`config.mk`:
```
export PLATFORM = sky130hd
export DESIGN_NAME = example_text_memory_loader_flat
export DESIGN_NICKNAME = d
export VERILOG_FILES = /design/src/rtl/example_text_memory_loader_if.sv /design/src/rtl/example_text_memory_loader.sv /design/src/flat_wrapper.sv
export SDC_FILE = /design/constraint.sdc
export NUM_CORES = 1
export LEC_CHECK = 0
export CAP_MARGIN = 0
export CELL_PAD_IN_SITES_DETAIL_PLACEMENT = 2
export CELL_PAD_IN_SITES_GLOBAL_PLACEMENT = 2
export CORE_MARGIN = 2
export CORE_UTILIZATION = 35
export DETAILED_ROUTE_END_ITERATION = 16
export DONT_BUFFER_PORTS = 1
export PLACE_DENSITY_LB_ADDON = 0.2
export RECOVER_POWER = 50
export SLEW_MARGIN = 20
export SYNTH_ARGS = -nofsm -noshare
export SYNTH_HDL_FRONTEND = slang
export SYNTH_SLANG_ARGS = --single-unit
```
`constraint.sdc`:
```
create_clock -name clock -period 7.1 [get_ports clock]
set_input_delay 0.71 -clock clock [delete_from_list [all_inputs] [get_ports clock]]
set_output_delay 0.71 -clock clock [all_outputs]
set_load 0.1 [all_outputs]
```
`src/rtl/example_text_memory_loader_if.sv`:
```
// Byte-stream input and text-memory write bus of the program image loader.
// The loader takes the slave side; a host or testbench takes the master side.
interface example_text_memory_loader_if;
  logic        byte_valid;
  logic [7:0]  byte_data;
  logic        byte_ready;
  logic        mem_write_enable;
  logic [31:0] mem_address;
  logic [31:0] mem_write_data;

  modport master (
    output byte_valid, byte_data,
    input  byte_ready, mem_write_enable, mem_address, mem_write_data
  );

  modport slave (
    input  byte_valid, byte_data,
    output byte_ready, mem_write_enable, mem_address, mem_write_data
  );
endinterface

```
`src/rtl/example_text_memory_loader.sv`:
```
// Loads a program image into text memory: assembles little-endian words from a
// byte stream and writes them to consecutive addresses from TEXT_BEGIN.
module example_text_memory_loader #(
  parameter logic [31:0] TEXT_BEGIN = 32'h00400000,
  parameter int          TEXT_BITS  = 16
) (
  input  logic                      clock,
  input  logic                      reset,
  input  logic                      start,
  input  logic [TEXT_BITS-2:0]      length_words,
  example_text_memory_loader_if.slave bus,
  output logic                      busy,
  output logic                      done,
  output logic                      error,
  output logic [TEXT_BITS-2:0]      words_written,
  output logic [31:0]               checksum
);

  localparam int TW = TEXT_BITS - 1;
  // Capacity 2^(TEXT_BITS-2) words is the MSB of a TEXT_BITS-1 bit count.
  localparam logic [TW-1:0] CAPACITY = {1'b1, {(TW-1){1'b0}}};

  typedef enum logic [1:0] {IDLE, LOAD, DONE, ERROR} state_t;

  state_t        state_q, state_d;
  logic [1:0]    byte_idx;
  logic [23:0]   word_buf;
  logic [TW-1:0] length_q;
  logic [31:0]   addr_q;

  logic          start_ok;
  logic          xfer;
  logic          last_byte;
  logic [31:0]   word;
  logic [TW-1:0] written_inc;

  assign start_ok    = start && (state_q != LOAD);
  assign xfer        = bus.byte_valid && (state_q == LOAD);
  assign last_byte   = xfer && (byte_idx == 2'd3);
  assign word        = {bus.byte_data, word_buf};
  assign written_inc = words_written + TW'(1);

  assign bus.byte_ready = (state_q == LOAD);
  assign busy           = (state_q == LOAD);
  assign done           = (state_q == DONE);
  assign error          = (state_q == ERROR);

  always_ff @(posedge clock or posedge reset) begin
    if (reset) state_q <= IDLE;
    else       state_q <= state_d;
  end

  always_comb begin
    state_d = state_q;
    unique case (state_q)
      LOAD: begin
        if (last_byte && (written_inc == length_q)) state_d = DONE;
      end
      default: begin
        if (start) begin
          if (length_words == '0)            state_d = DONE;
          else if (length_words > CAPACITY)  state_d = ERROR;
          else                               state_d = LOAD;
        end
      end
    endcase
  end

  // Assembly and write issue: the strobe is a single-cycle pulse, address and
  // data hold their last values between writes.
  always_ff @(posedge clock or posedge reset) begin
    if (reset) begin
      byte_idx             <= '0;
      word_buf             <= '0;
      length_q             <= '0;
      addr_q               <= TEXT_BEGIN;
      words_written        <= '0;
      checksum             <= '0;
      bus.mem_write_enable <= 1'b0;
      bus.mem_address      <= '0;
      bus.mem_write_data   <= '0;
    end else begin
      bus.mem_write_enable <= 1'b0;
      if (start_ok) begin
        byte_idx      <= '0;
        addr_q        <= TEXT_BEGIN;
        words_written <= '0;
        checksum      <= '0;
        if (length_words <= CAPACITY) length_q <= length_words;
      end else if (xfer) begin
        byte_idx <= byte_idx + 2'd1;
        unique case (byte_idx)
          2'd0: word_buf[7:0]   <= bus.byte_data;
          2'd1: word_buf[15:8]  <= bus.byte_data;
          2'd2: word_buf[23:16] <= bus.byte_data;
          default: begin
            bus.mem_write_enable <= 1'b1;
            bus.mem_address      <= addr_q;
            bus.mem_write_data   <= word;
            addr_q               <= addr_q + 32'd4;
            words_written        <= written_inc;
            checksum             <= checksum + word;
          end
        endcase
      end
    end
  end

endmodule

```
`src/flat_wrapper.sv`:
```
// flat-port wrapper written by rule: the top's interface ports become plain ports
module example_text_memory_loader_flat 
#(
  parameter logic [31:0] TEXT_BEGIN = 32'h00400000,
  parameter int          TEXT_BITS  = 16
)
  (clock, reset, start, length_words, busy, done, error, words_written, checksum, bus_byte_valid, bus_byte_data, bus_byte_ready, bus_mem_write_enable, bus_mem_address, bus_mem_write_data);
  example_text_memory_loader_if bus_i ();
  input  logic clock;
  input  logic reset;
  input  logic start;
  input  logic [TEXT_BITS-2:0] length_words;
  output logic busy;
  output logic done;
  output logic error;
  output logic [TEXT_BITS-2:0] words_written;
  output logic [31:0] checksum;
  input wire logic [$bits(bus_i.byte_valid)-1:0] bus_byte_valid;
  input wire logic [$bits(bus_i.byte_data)-1:0] bus_byte_data;
  output wire logic [$bits(bus_i.byte_ready)-1:0] bus_byte_ready;
  output wire logic [$bits(bus_i.mem_write_enable)-1:0] bus_mem_write_enable;
  output wire logic [$bits(bus_i.mem_address)-1:0] bus_mem_address;
  output wire logic [$bits(bus_i.mem_write_data)-1:0] bus_mem_write_data;
  assign bus_i.byte_valid = bus_byte_valid;
  assign bus_i.byte_data = bus_byte_data;
  assign bus_byte_ready = bus_i.byte_ready;
  assign bus_mem_write_enable = bus_i.mem_write_enable;
  assign bus_mem_address = bus_i.mem_address;
  assign bus_mem_write_data = bus_i.mem_write_data;
  example_text_memory_loader #(.TEXT_BEGIN(TEXT_BEGIN), .TEXT_BITS(TEXT_BITS)) u_core (.clock(clock), .reset(reset), .start(start), .length_words(length_words), .bus(bus_i), .busy(busy), .done(done), .error(error), .words_written(words_written), .checksum(checksum));
endmodule
```
======== Word-level counts from Yosys, hierarchy flattened ========
Cells that the tools add are included.
W data, S select, Z words.
cells by class
  $add $sub $neg .......................... 4
  magnitude comparators ................... 2
  equality and inequality tests ........... 10
  muxes and demuxes ....................... 19
  bitwise gates (word level) .............. 2
  reductions and logical operators ........ 16
operators by type and width
  cell                     number
  $mux W32                 6
  $mux W15                 3
  $add A32 B3 Y32 const B  1
  $add A32 B32 Y32         1
  $add A15 B1 Y15 const B  1
  $eq A15 B15 Y1           1
  $gt A15 B15 Y1 const B   1
  $le A15 B15 Y1 const B   1
  $logic_not A15 Y1        1
  $mux W2                  7
  $reduce_and A3 Y1        4
  $eq A2 B2 Y1 const B     4
  $ne A2 B1 Y1 const B     3
  $reduce_and A2 Y1        3
  $eq A2 B1 Y1 const B     2
  $logic_and A1 B1 Y1      4
  $reduce_bool A2 Y1       2
  $mux W1                  3
  $reduce_or A3 Y1         1
  $add A2 B1 Y2 const B    1
  $logic_not A2 Y1         1
  $not A1 Y1               2
word-level totals
  bits in registers ....................... 187
  input port bits ......................... 27
  output and inout port bits .............. 116
  logic and storage cells ................. 65

======== Logic depth before layout (Yosys ltp) ========
Gate-level depths: netlist of the first run.
  depth in word-level cells ............... 6
  depth in mapped cells ................... 13
  gate-level depth less buffers ........... 12

======== Worst setup path after synthesis of the first run ========
Ideal clock, no wire load.
  kind .................................... register -> register
  from .................................... register u_core.words_written[0]
  to ...................................... register u_core.state_q[1]
  setup time .............................. 0.128 ns
  arrival ................................. 3.000 ns
  data required time ...................... 6.972 ns
  setup slack ............................. 3.972 ns
  cell stages (with the launch flop) ...... 10
  buffers on the path ..................... 0
  period minus slack after synthesis ...... 3.128 ns
  path through ............................ dfrtp_1 -> ha_1 -> nand3_1 -> nor3_4 -> nand3_1 -> xor2_1 -> xnor2_1 -> nor3_1 -> a31oi_1 -> mux2_1
on the way
  word-level cells in the longest chain between the ends .. 5
RTL lines
  what                         line                               text
  start, declared              example_text_memory_loader.sv:15   output logic [TEXT_BITS-2:0] words_written,
  start signal, assigned       example_text_memory_loader.sv:101  words_written <= written_inc;
  $add A15 B1 Y15              example_text_memory_loader.sv:41   assign written_inc = words_written + TW'(1);
  $eq A15 B15 Y1               example_text_memory_loader.sv:57   if (last_byte && (written_inc == length_q)) state_d = DONE;
  $logic_and A1 B1 Y1          example_text_memory_loader.sv:57
  $ne A2 B1 Y1 (no line)       -
  $reduce_and A2 Y1 (no line)  -
  end signal, assigned         example_text_memory_loader.sv:50   else state_q <= state_d;
  end, declared                example_text_memory_loader.sv:25   state_t state_q, state_d;
Every way passes these cells.
A chain may end at the register's enable or synchronous reset.

==> results of run 1 <==
kinds of logic (layout without fill, tap and decap cells):
logic type / Yosys count / in the layout
buffers and inverters: 61 / 58
xor gates and xnor gates: 65 / 65
AOI/OAI and AO/OA: 187 / 187
adders and majority gates: 39 / 39
and+or+nand+nor: 413 / 413
muxes: 41 / 41
other: 1 / 2
DFF: 183 / 183
routing by layer:
metal  track usage [%]  up-vias
li1                  -     3385
met1              28.6     3719
met2              32.2      127
met3              5.19       16
met4              4.20        2
met5                 0        -
cell usage after synthesis, types with 17 or more instances:
library cell / instances / area, µm²
dfrtp_1: 182 / 4550
inv_1: 17 / 63.8
nand3_1: 57 / 285
a21oi_1: 29 / 145
mux2_2: 38 / 428
nand2_1: 236 / 886
o21ai_0: 76 / 380
clkbuf_1: 25 / 93.8
xor2_1: 33 / 289
xnor2_1: 32 / 280
nor2_1: 41 / 154
ha_1: 38 / 475
cell usage in the layout (no fill, tap or decap), types with 3 or more instances in the layout:
cell / instances
a211oi_1: 6
a21o_1: 6
a21oi_1: 29
a21oi_2: 3
a31oi_1: 6
and2_1: 5
and3_1: 10
and3_2: 3
and4_1: 3
buf_4: 3
clkbuf_1: 4
clkbuf_16: 17
clkinv_8: 3
dfrtp_1: 182
ha_1: 38
inv_1: 16
inv_6: 3
inv_8: 4
mux2_2: 38
nand2_1: 235
nand2b_1: 6
nand3_1: 57
nand4_1: 13
nor2_1: 41
nor3_1: 8
nor4_1: 4
o211ai_1: 6
o21a_1: 5
o21ai_0: 76
o21ai_1: 6
o21bai_1: 6
o31ai_1: 13
or3_1: 6
xnor2_1: 32
xor2_1: 33
final timing paths:
path                       slack (ps)                                         to                       startpoint
max                              2680            u_core.checksum[31]$_DFFE_PP0P_                            reset
min                               380  u_core.bus.mem_write_data[27]$_DFFE_PP0P_                 bus_byte_data[3]
max reg2reg                      2940        u_core.words_written[2]$_DFFE_PP0P_    u_core.state_q[1]$_DFFE_PP0P_
min reg2reg                       500  u_core.bus.mem_write_data[16]$_DFFE_PP0P_  u_core.word_buf[16]$_DFFE_PP0P_
max in group clock               2940        u_core.words_written[2]$_DFFE_PP0P_    u_core.state_q[1]$_DFFE_PP0P_
min in group asynchronous        1790     u_core.bus.mem_address[20]$_DFFE_PP0P_                            reset
where the power goes:
| group | switching [mW] | internal, mW |
|---|---|---|
| Sequential | 0.720 | 1.22 |
| Clock | 0.493 | 0.507 |
| Combinational | 0.494 | 0.294 |
metrics by stage:
| step | area [µm²] | total power, mW | util, % |
|---|---|---|---|
| after global routing | 10400 | 3.91 | 38.7 |
| after detailed placement | 9780 | 2.76 | 36.5 |
| after global placement | 9780 | 2.73 | 36.5 |
| final | 10400 | 3.73 | 38.7 |
| after floorplan | 9510 | 2.55 | - |
| after CTS | 10400 | 3.77 | 38.8 |
registers in the layout (all words and copies together), names as in the netlist:
name / count
u_core.state_q: 2
u_core.length_q: 15
u_core.byte_idx: 2
u_core.bus.mem_write_data: 32
u_core.words_written: 15
u_core.addr_q: 30
u_core.word_buf: 24
u_core.bus.mem_address: 30
u_core.bus.mem_write_enable: 1
u_core.checksum: 32
area by class of cell:
class	instances	area (µm²)
repair buffers	7	37.5
multi-input cells	747	4630
clock inverters	15	183
flip-flops and latches	183	4580
clock buffers	17	425
fillers	2902	16400
well taps	341	427
inverters	19	73.8
==> results_dict.tcl, run 1 <==
set metrics [dict create \
    status "finished with violations" \
    violations "capacitance limit, slew limit" \
    crit_path_end_kind "async pin" \
    cts.clk_slew.worst_paths_ps 70 \
    first_global_vias 7914 \
    pre_cts_slack_ps 3040 \
    layout-drive-gt1-share_pct 11.1 \
    cts_tree "done" \
    antenna_cells 0 \
    wl_met1_um 13500 \
    dr.pass1.iters 4 \
    synth-async-reset-ratio_pct 100 \
    period_needed_ps 4420 \
    hold_depth 2 \
    grt_max_degree 115 \
    die_area_mm2 0.0285 \
    tightest_slew_ps 5320 \
    synthCells 990 \
    place_congestion 0.767 \
    clock_sinks 183 \
    numPortBuffers 0 \
    die_width_um 169 \
    io_pins 143 \
    postCtsHoldBufs 0 \
    globalRouteOverflowTotal 0 \
    cts_buffers 17 \
    drt_wl_total_um 28000 \
    top_layer "met5" \
    postCtsSetupBuffers 0 \
    p_per_area_mw_per_mm2 360 \
    synth_edf_count 0 \
    synth_area_mm2 0.00951 \
    synth_compound_area_share_pct 12.6 \
    cts_max_path_buffers 2 \
    core_area_mm2 0.0268 \
    maxSlewViolCount 182 \
    yosys_warnings 0 \
    grt_usage_pct 20.4 \
    worst-setup-path-type "in2async" \
    finalNetCount 1041 \
    synth_mux_area_share_pct 4.83 \
    vias_per_cell 5.45 \
    rsz0062_at_grt "no" \
    post-dp-hpwl_um 18900 \
    required_ps 7540 \
    synthAdderAreaFrac_pct 5.21 \
    setup_viol 0 \
    cp_slowest_cell "clkinvlp_2" \
    timing.final.crit_share_pct 62.2 \
    antenna_left 0 \
    drc 0 \
    crit_chain "clkinvlp_2, buf_4" \
    die_y_um 169 \
    antenna_found_initial 3 \
    finalHoldViolations 0 \
    initialDrtViolationCount 361 \
    initial_core_util_pct 35.5 \
    worst_slack_ps 2680 \
    syn2layout_area_growth_pct 8.95 \
    max_stage_delay_ps 2920 \
    cp.arrival_ps 4860 \
    max_slew_margin_pct -257 \
    synth_cell_types 79 \
    synth_flop_cell "dfrtp_1" \
    yosysSeqAreaShare_pct 48.2 \
    crit_buf_inv 2 \
    synth-simple-area-share_pct 20.1 \
    fin_worst_skew_ps 20.4 \
    layoutNonFillerInstCount 1329 \
    synth_top_family_by_area "simple AND/OR/NAND/NOR gates" \
    num_vias 7249 \
    grt_pass1_wl_um 45800 \
    hp-class "in2reg" \
    wire_per_inst_um 21.0 \
    row_count 60 \
    wl_met2_um 12800 \
    cts_resized 0 \
    tns_ps 0 \
    ctsRootBufferMaster "clkbuf_16" \
    cp_top_family "buffers and inverters" \
    ys_seq_elements 183 \
    cp_num_cells 2 \
    p_leak_nw 4.90 \
    synth-xor-area-share_pct 5.99 \
    avgSynthCellArea_um2 9.61 \
    start_kind "primary input" \
    place_inst 1297 \
    r2r_cells 9 \
    htree_levels 4 \
    fmax_mhz 226 \
    crit_fanout 114 \
    wl_met3_um 1430 \
    cap_violations 4 \
    clock_latency_ps 450 \
    ir_worst_vdd_v 0.000160 \
    whs_ps 379 \
]
(Power assumes the default switching activity.)
==> inputs of run 2 (changes only) <==
==> constraint.sdc (replaced) <==
create_clock -name clock -period 3.9 [get_ports clock]
set_input_delay 0.39 -clock clock [delete_from_list [all_inputs] [get_ports clock]]
set_output_delay 0.39 -clock clock [all_outputs]
set_load 0.1 [all_outputs]
==> run 2 against run 1 <==
Compared with the run above: the run still ends with capacitance limit, slew limit left; final area is 2.3% higher; combinational power is 92% higher; via count is 1.4% higher; worst hold slack worse by 320 ps; critical endpoint is now u_core.state_q[1]$_DFFE_PP0P_; largest cell class unchanged.
==> results_dict.tcl, run 2 (same netlist as run 1, synthesis figures left out) <==
set metrics [dict create \
    dr.pass1.iters 5 \
    initialDrtViolationCount 334 \
    tns_ps 0 \
    antenna_left 0 \
    numPortBuffers 0 \
    fmax_mhz 297 \
    drc 0 \
    p_per_area_mw_per_mm2 644 \
    hp-start "bus_byte_data[7]" \
    cp_top_family "buffers and inverters" \
    mostFrequentLayoutCells "236 x nand2_1, 182 x dfrtp_1, 76 x o21ai_0, 57 x nand3_1, 41 x nor2_1" \
    initial_core_util_pct 35.5 \
    start_kind "flip-flop" \
    layout-drive-gt1-share_pct 12.1 \
    design_area_mm2 0.0106 \
    row_count 60 \
    worst-setup-path-type "reg2reg" \
    crit_top_cell "and3_1" \
    io_pins 143 \
    grt_max_degree 113 \
    vias_per_cell 5.35 \
    globalRouteOverflowTotal 0 \
    wire_per_inst_um 20.7 \
    crit_fanout 8 \
    cp.arrival_ps 3690 \
    ff2ff_setup_slack_ps 530 \
    postCtsSetupBuffers 0 \
    finish.utilization_pct 39.5 \
    crit_path_end_kind "flip-flop" \
    period_needed_ps 3370 \
    syn2layout_area_growth_pct 11.4 \
    first_global_vias 8072 \
    clock_sinks 183 \
    cts_max_path_buffers 2 \
    grt_pass1_wl_um 46300 \
    place_congestion 0.778 \
    setup_viol 0 \
    core_area_mm2 0.0268 \
    cp_slowest_cell "clkbuf_1" \
    die_area_mm2 0.0285 \
    final_common_cell "nand2_1" \
    ir_worst_vdd_v 0.000420 \
    cts_buffers 17 \
    die_y_um 169 \
    finalHoldViolations 0 \
    crit_chain "clkbuf_1, and3_1, and3_1, nand3_1, xnor2_1, nor3_1, a31oi_1, mux2_1" \
    postCtsHoldBufs 0 \
    reg_top3 "u_core.bus.mem_write_data (32), u_core.checksum (32)" \
    tightest_slew_ps 2820 \
    ctsRootBufferMaster "clkbuf_16" \
    max_stage_delay_ps 1060 \
    violations "capacitance limit, slew limit" \
    layoutNonFillerInstCount 1374 \
    fin_worst_skew_ps 15.0 \
    antenna_found_initial 1 \
    hold_end "u_core.bus.mem_write_data[31]$_DFFE_PP0P_" \
    rsz0062_at_grt "no" \
    drt_wl_total_um 28400 \
    post-dp-hpwl_um 20100 \
    htree_levels 4 \
    finalPower_mw 6.82 \
    hold_depth 2 \
    crit_buf_inv 1 \
    cts_resized 0 \
    cts.clk_slew.worst_paths_ps 80 \
    num_vias 7354 \
    timing.final.crit_share_pct 86.4 \
    hp-class "in2reg" \
    max_slew_margin_pct -87.9 \
    r2r_end "u_core.state_q[1]$_DFFE_PP0P_" \
    status "finished with violations" \
    clock_latency_ps 440 \
    placed_cell_area_mm2 0.0101 \
    place_inst 1341 \
    grt_usage_pct 20.8 \
    cap_violations 3 \
    r2r_cells 8 \
    r2r-start "u_core.words_written[7]$_DFFE_PP0P_" \
    required_ps 4220 \
    finalNetCount 1085 \
    die_width_um 169 \
    p_leak_nw 5.02 \
    maxSlewViolCount 168 \
    cts_tree "done" \
]
run 2: cell types whose count changed in the layout (fill, tap and decap cells not counted), moves of 2 or more:
cell,delta
clkbuf_1,+28
buf_4,+14
inv_6,-2
clkbuf_2,+2
run 2: routing by layer:
layer | global-route usage [%] | vias to the layer above | part of all wire (%) | routed length, µm
met5 | 0 | - | 0 | 0
met4 | 4.39 | 0 | 1.0 | 294
met1 | 28.5 | 3737 | 48 | 13700
li1 | - | 3479 | - | -
met2 | 33.2 | 116 | 46 | 13000
met3 | 5.31 | 22 | 5.0 | 1430
run 2: area by class of cell:
type | instances | area [µm²]
Fill cell | 2948 | 16200
Clock inverter | 15 | 200
Clock buffer | 17 | 425
Multi-Input combinational cell | 747 | 4630
Sequential cell | 183 | 4580
Inverter | 19 | 73.8
Tap cell | 341 | 427
Antenna cell | 1 | 2.50
Timing Repair Buffer | 51 | 258
run 2: how the worst max path moves through the flow:
| stage | startpoint | end | slack, ps | cells after the start |
|---|---|---|---|---|
| 6_report | u_core.words_written[7]$_DFFE_PP0P_ | u_core.state_q[1]$_DFFE_PP0P_ | 530 | 8 |
| 2_1_floorplan | u_core.words_written[0]$_DFFE_PP0P_ | u_core.state_q[1]$_DFFE_PP0P_ | 770 | 9 |
| 3_3_place_gp | u_core.state_q[0]$_DFFE_PP0P_ | u_core.checksum[13]$_DFFE_PP0P_ | 920 | 10 |
| 4_1_cts | u_core.state_q[0]$_DFFE_PP0P_ | u_core.checksum[13]$_DFFE_PP0P_ | 810 | 10 |
| 5_1_grt | u_core.words_written[7]$_DFFE_PP0P_ | u_core.state_q[1]$_DFFE_PP0P_ | 290 | 8 |
| 3_5_place_dp | u_core.state_q[0]$_DFFE_PP0P_ | u_core.checksum[13]$_DFFE_PP0P_ | 820 | 10 |
run 2: per-stage QoR:
stage,hold WS [ps],setup slack (ps)
finish,54.5,530
global route,54.3,291
CTS,24.3,807
detailed placement,494,819
global placement,488,924
floorplan,459,772
run 2: report_power, final:
part	total (mW)	internal, mW	switching, mW
logic	1.51	0.552	0.961
clock network	1.85	0.936	0.910
registers	3.46	2.22	1.25
run 2: worst reg2reg max path, cell delays in order (launching register included):
cell      delay [ps]
dfrtp_1          350
clkbuf_1        1060
and3_1           300
and3_1           310
nand3_1          160
xnor2_1          290
nor3_1            90
a31oi_1          320
mux2_1           360
==> inputs of run 3 (changes only) <==
--- a/config.mk
+++ b/config.mk
@@ -12,7 +12,7 @@
 export CORE_UTILIZATION = 35
 export DETAILED_ROUTE_END_ITERATION = 16
 export DONT_BUFFER_PORTS = 1
-export PLACE_DENSITY_LB_ADDON = 0.2
+export PLACE_DENSITY = 0.79
 export RECOVER_POWER = 50
 export SLEW_MARGIN = 20
 export SYNTH_ARGS = -nofsm -noshare
==> run 3 against run 2 <==
Compared with the run above: the run still ends with capacitance limit, slew limit left; clock-buffer cell count unchanged; clock skew grew 1.2 ps; first-iteration DRC count down 3.9%.
==> results_dict.tcl, run 3 (same netlist as run 1, synthesis figures left out) <==
set metrics [dict create \
    cts_resized 0 \
    antenna_found_initial 0 \
    start_kind "flip-flop" \
    clock_sinks 183 \
    wire_per_inst_um 20.8 \
    reg_top3 "u_core.bus.mem_write_data (32), u_core.checksum (32)" \
    first_global_vias 8193 \
    maxSlewViolCount 101 \
    status "finished with violations" \
    finalNetCount 1086 \
    whs_ps 56.8 \
    grt_usage_pct 20.7 \
    fmax_mhz 308 \
    die_width_um 169 \
    crit_chain "clkbuf_1, nand3_1, xor2_1, xor2_1, nand3_1, a2111oi_2, a31oi_1, mux2_1" \
    p_per_area_mw_per_mm2 636 \
    r2r_cells 8 \
    violations "capacitance limit, slew limit" \
    max_slew_margin_pct -65.3 \
    place_congestion 0.786 \
    core_area_mm2 0.0268 \
    cts_buffers 17 \
    ir_worst_vdd_v 0.000250 \
    numPortBuffers 0 \
    cp.arrival_ps 3580 \
    p_leak_nw 5.02 \
    required_ps 4230 \
    cp_top_family "buffers and inverters" \
    grt_max_degree 184 \
    post-dp-hpwl_um 19800 \
    period_needed_ps 3250 \
    globalRouteOverflowTotal 0 \
    postCtsHoldBufs 0 \
    setup_viol 0 \
    worst-setup-path-type "reg2reg" \
    syn2layout_area_growth_pct 11.3 \
    mostFrequentLayoutCells "236 x nand2_1, 182 x dfrtp_1, 76 x o21ai_0, 57 x nand3_1, 41 x nor2_1" \
    max_stage_delay_ps 980 \
    rsz0062_at_grt "no" \
    cts.clk_slew.worst_paths_ps 90 \
    ctsRootBufferMaster "clkbuf_16" \
    postCtsSetupBuffers 0 \
    layout-drive-gt1-share_pct 12.1 \
    die_y_um 169 \
    cts_max_path_buffers 2 \
    final_common_cell "nand2_1" \
    num_vias 7451 \
    hold_depth 2 \
    io_pins 143 \
    finalHoldViolations 0 \
    initialDrtViolationCount 321 \
    dr.pass1.iters 6 \
    fin_worst_skew_ps 16.2 \
    antenna_left 0 \
    crit_buf_inv 1 \
    crit_path_end_kind "flip-flop" \
    timing.final.crit_share_pct 83.2 \
    cp_num_cells 8 \
    grt_pass1_wl_um 46600 \
    hp-class "in2reg" \
    drc 0 \
    die_area_mm2 0.0285 \
    row_count 60 \
    clock_latency_ps 440 \
    htree_levels 4 \
    initial_core_util_pct 35.5 \
    cap_violations 2 \
    ff2ff_setup_slack_ps 650 \
    cts_tree "done" \
    tightest_slew_ps 2480 \
    antenna_cells 0 \
    crit_fanout 8 \
    drt_wl_total_um 28600 \
    vias_per_cell 5.42 \
    cp_slowest_cell "clkbuf_1" \
    tns_ps 0 \
]
run 3: cell type report:
type,count,area (µm²)
Tap cell,341,427
Inverter,19,76.3
Fill cell,2910,16200
Timing Repair Buffer,52,290
Multi-Input combinational cell,747,4630
Clock inverter,15,158
Sequential cell,183,4580
Clock buffer,17,425
run 3: final timing paths:
path | from | to
min | bus_byte_data[7] | u_core.bus.mem_write_data[31]$_DFFE_PP0P_
max in group asynchronous | reset | u_core.bus.mem_write_data[13]$_DFFE_PP0P_
max reg2reg | u_core.words_written[2]$_DFFE_PP0P_ | u_core.state_q[1]$_DFFE_PP0P_
min reg2reg | u_core.word_buf[17]$_DFFE_PP0P_ | u_core.bus.mem_write_data[17]$_DFFE_PP0P_
max | u_core.words_written[2]$_DFFE_PP0P_ | u_core.state_q[1]$_DFFE_PP0P_
min in group asynchronous | reset | u_core.length_q[3]$_DFFE_PP0P_
run 3: report_power, final:
| part | leakage [nW] | internal (mW) | switching (mW) |
|---|---|---|---|
| registers | 2.45 | 2.22 | 1.24 |
| logic | 2.28 | 0.557 | 0.961 |
| clock network | 0.286 | 0.860 | 0.893 |
run 3: routing by layer:
metal | vias up | track usage [%] | share of wire [%]
li1 | 3489 | - | -
met1 | 3804 | 26.0 | 44
met2 | 129 | 34.8 | 48
met3 | 29 | 5.87 | 5.9
met4 | 0 | 6.11 | 1.9
met5 | - | 0 | 0
run 3: stage by stage:
step                      std cells  setup slack, ps  util, %  total power [mW]  instance area, µm²
after global routing           1374              428     39.5              7.08               10600
final                          1374              655     39.5              6.74               10600
after global placement         1340             1090     37.7              4.97               10100
after floorplan                 991              772        -              4.65                9520
after CTS                      1372              826     39.9              6.82               10700
after detailed placement       1340              990     37.7              5.05               10100
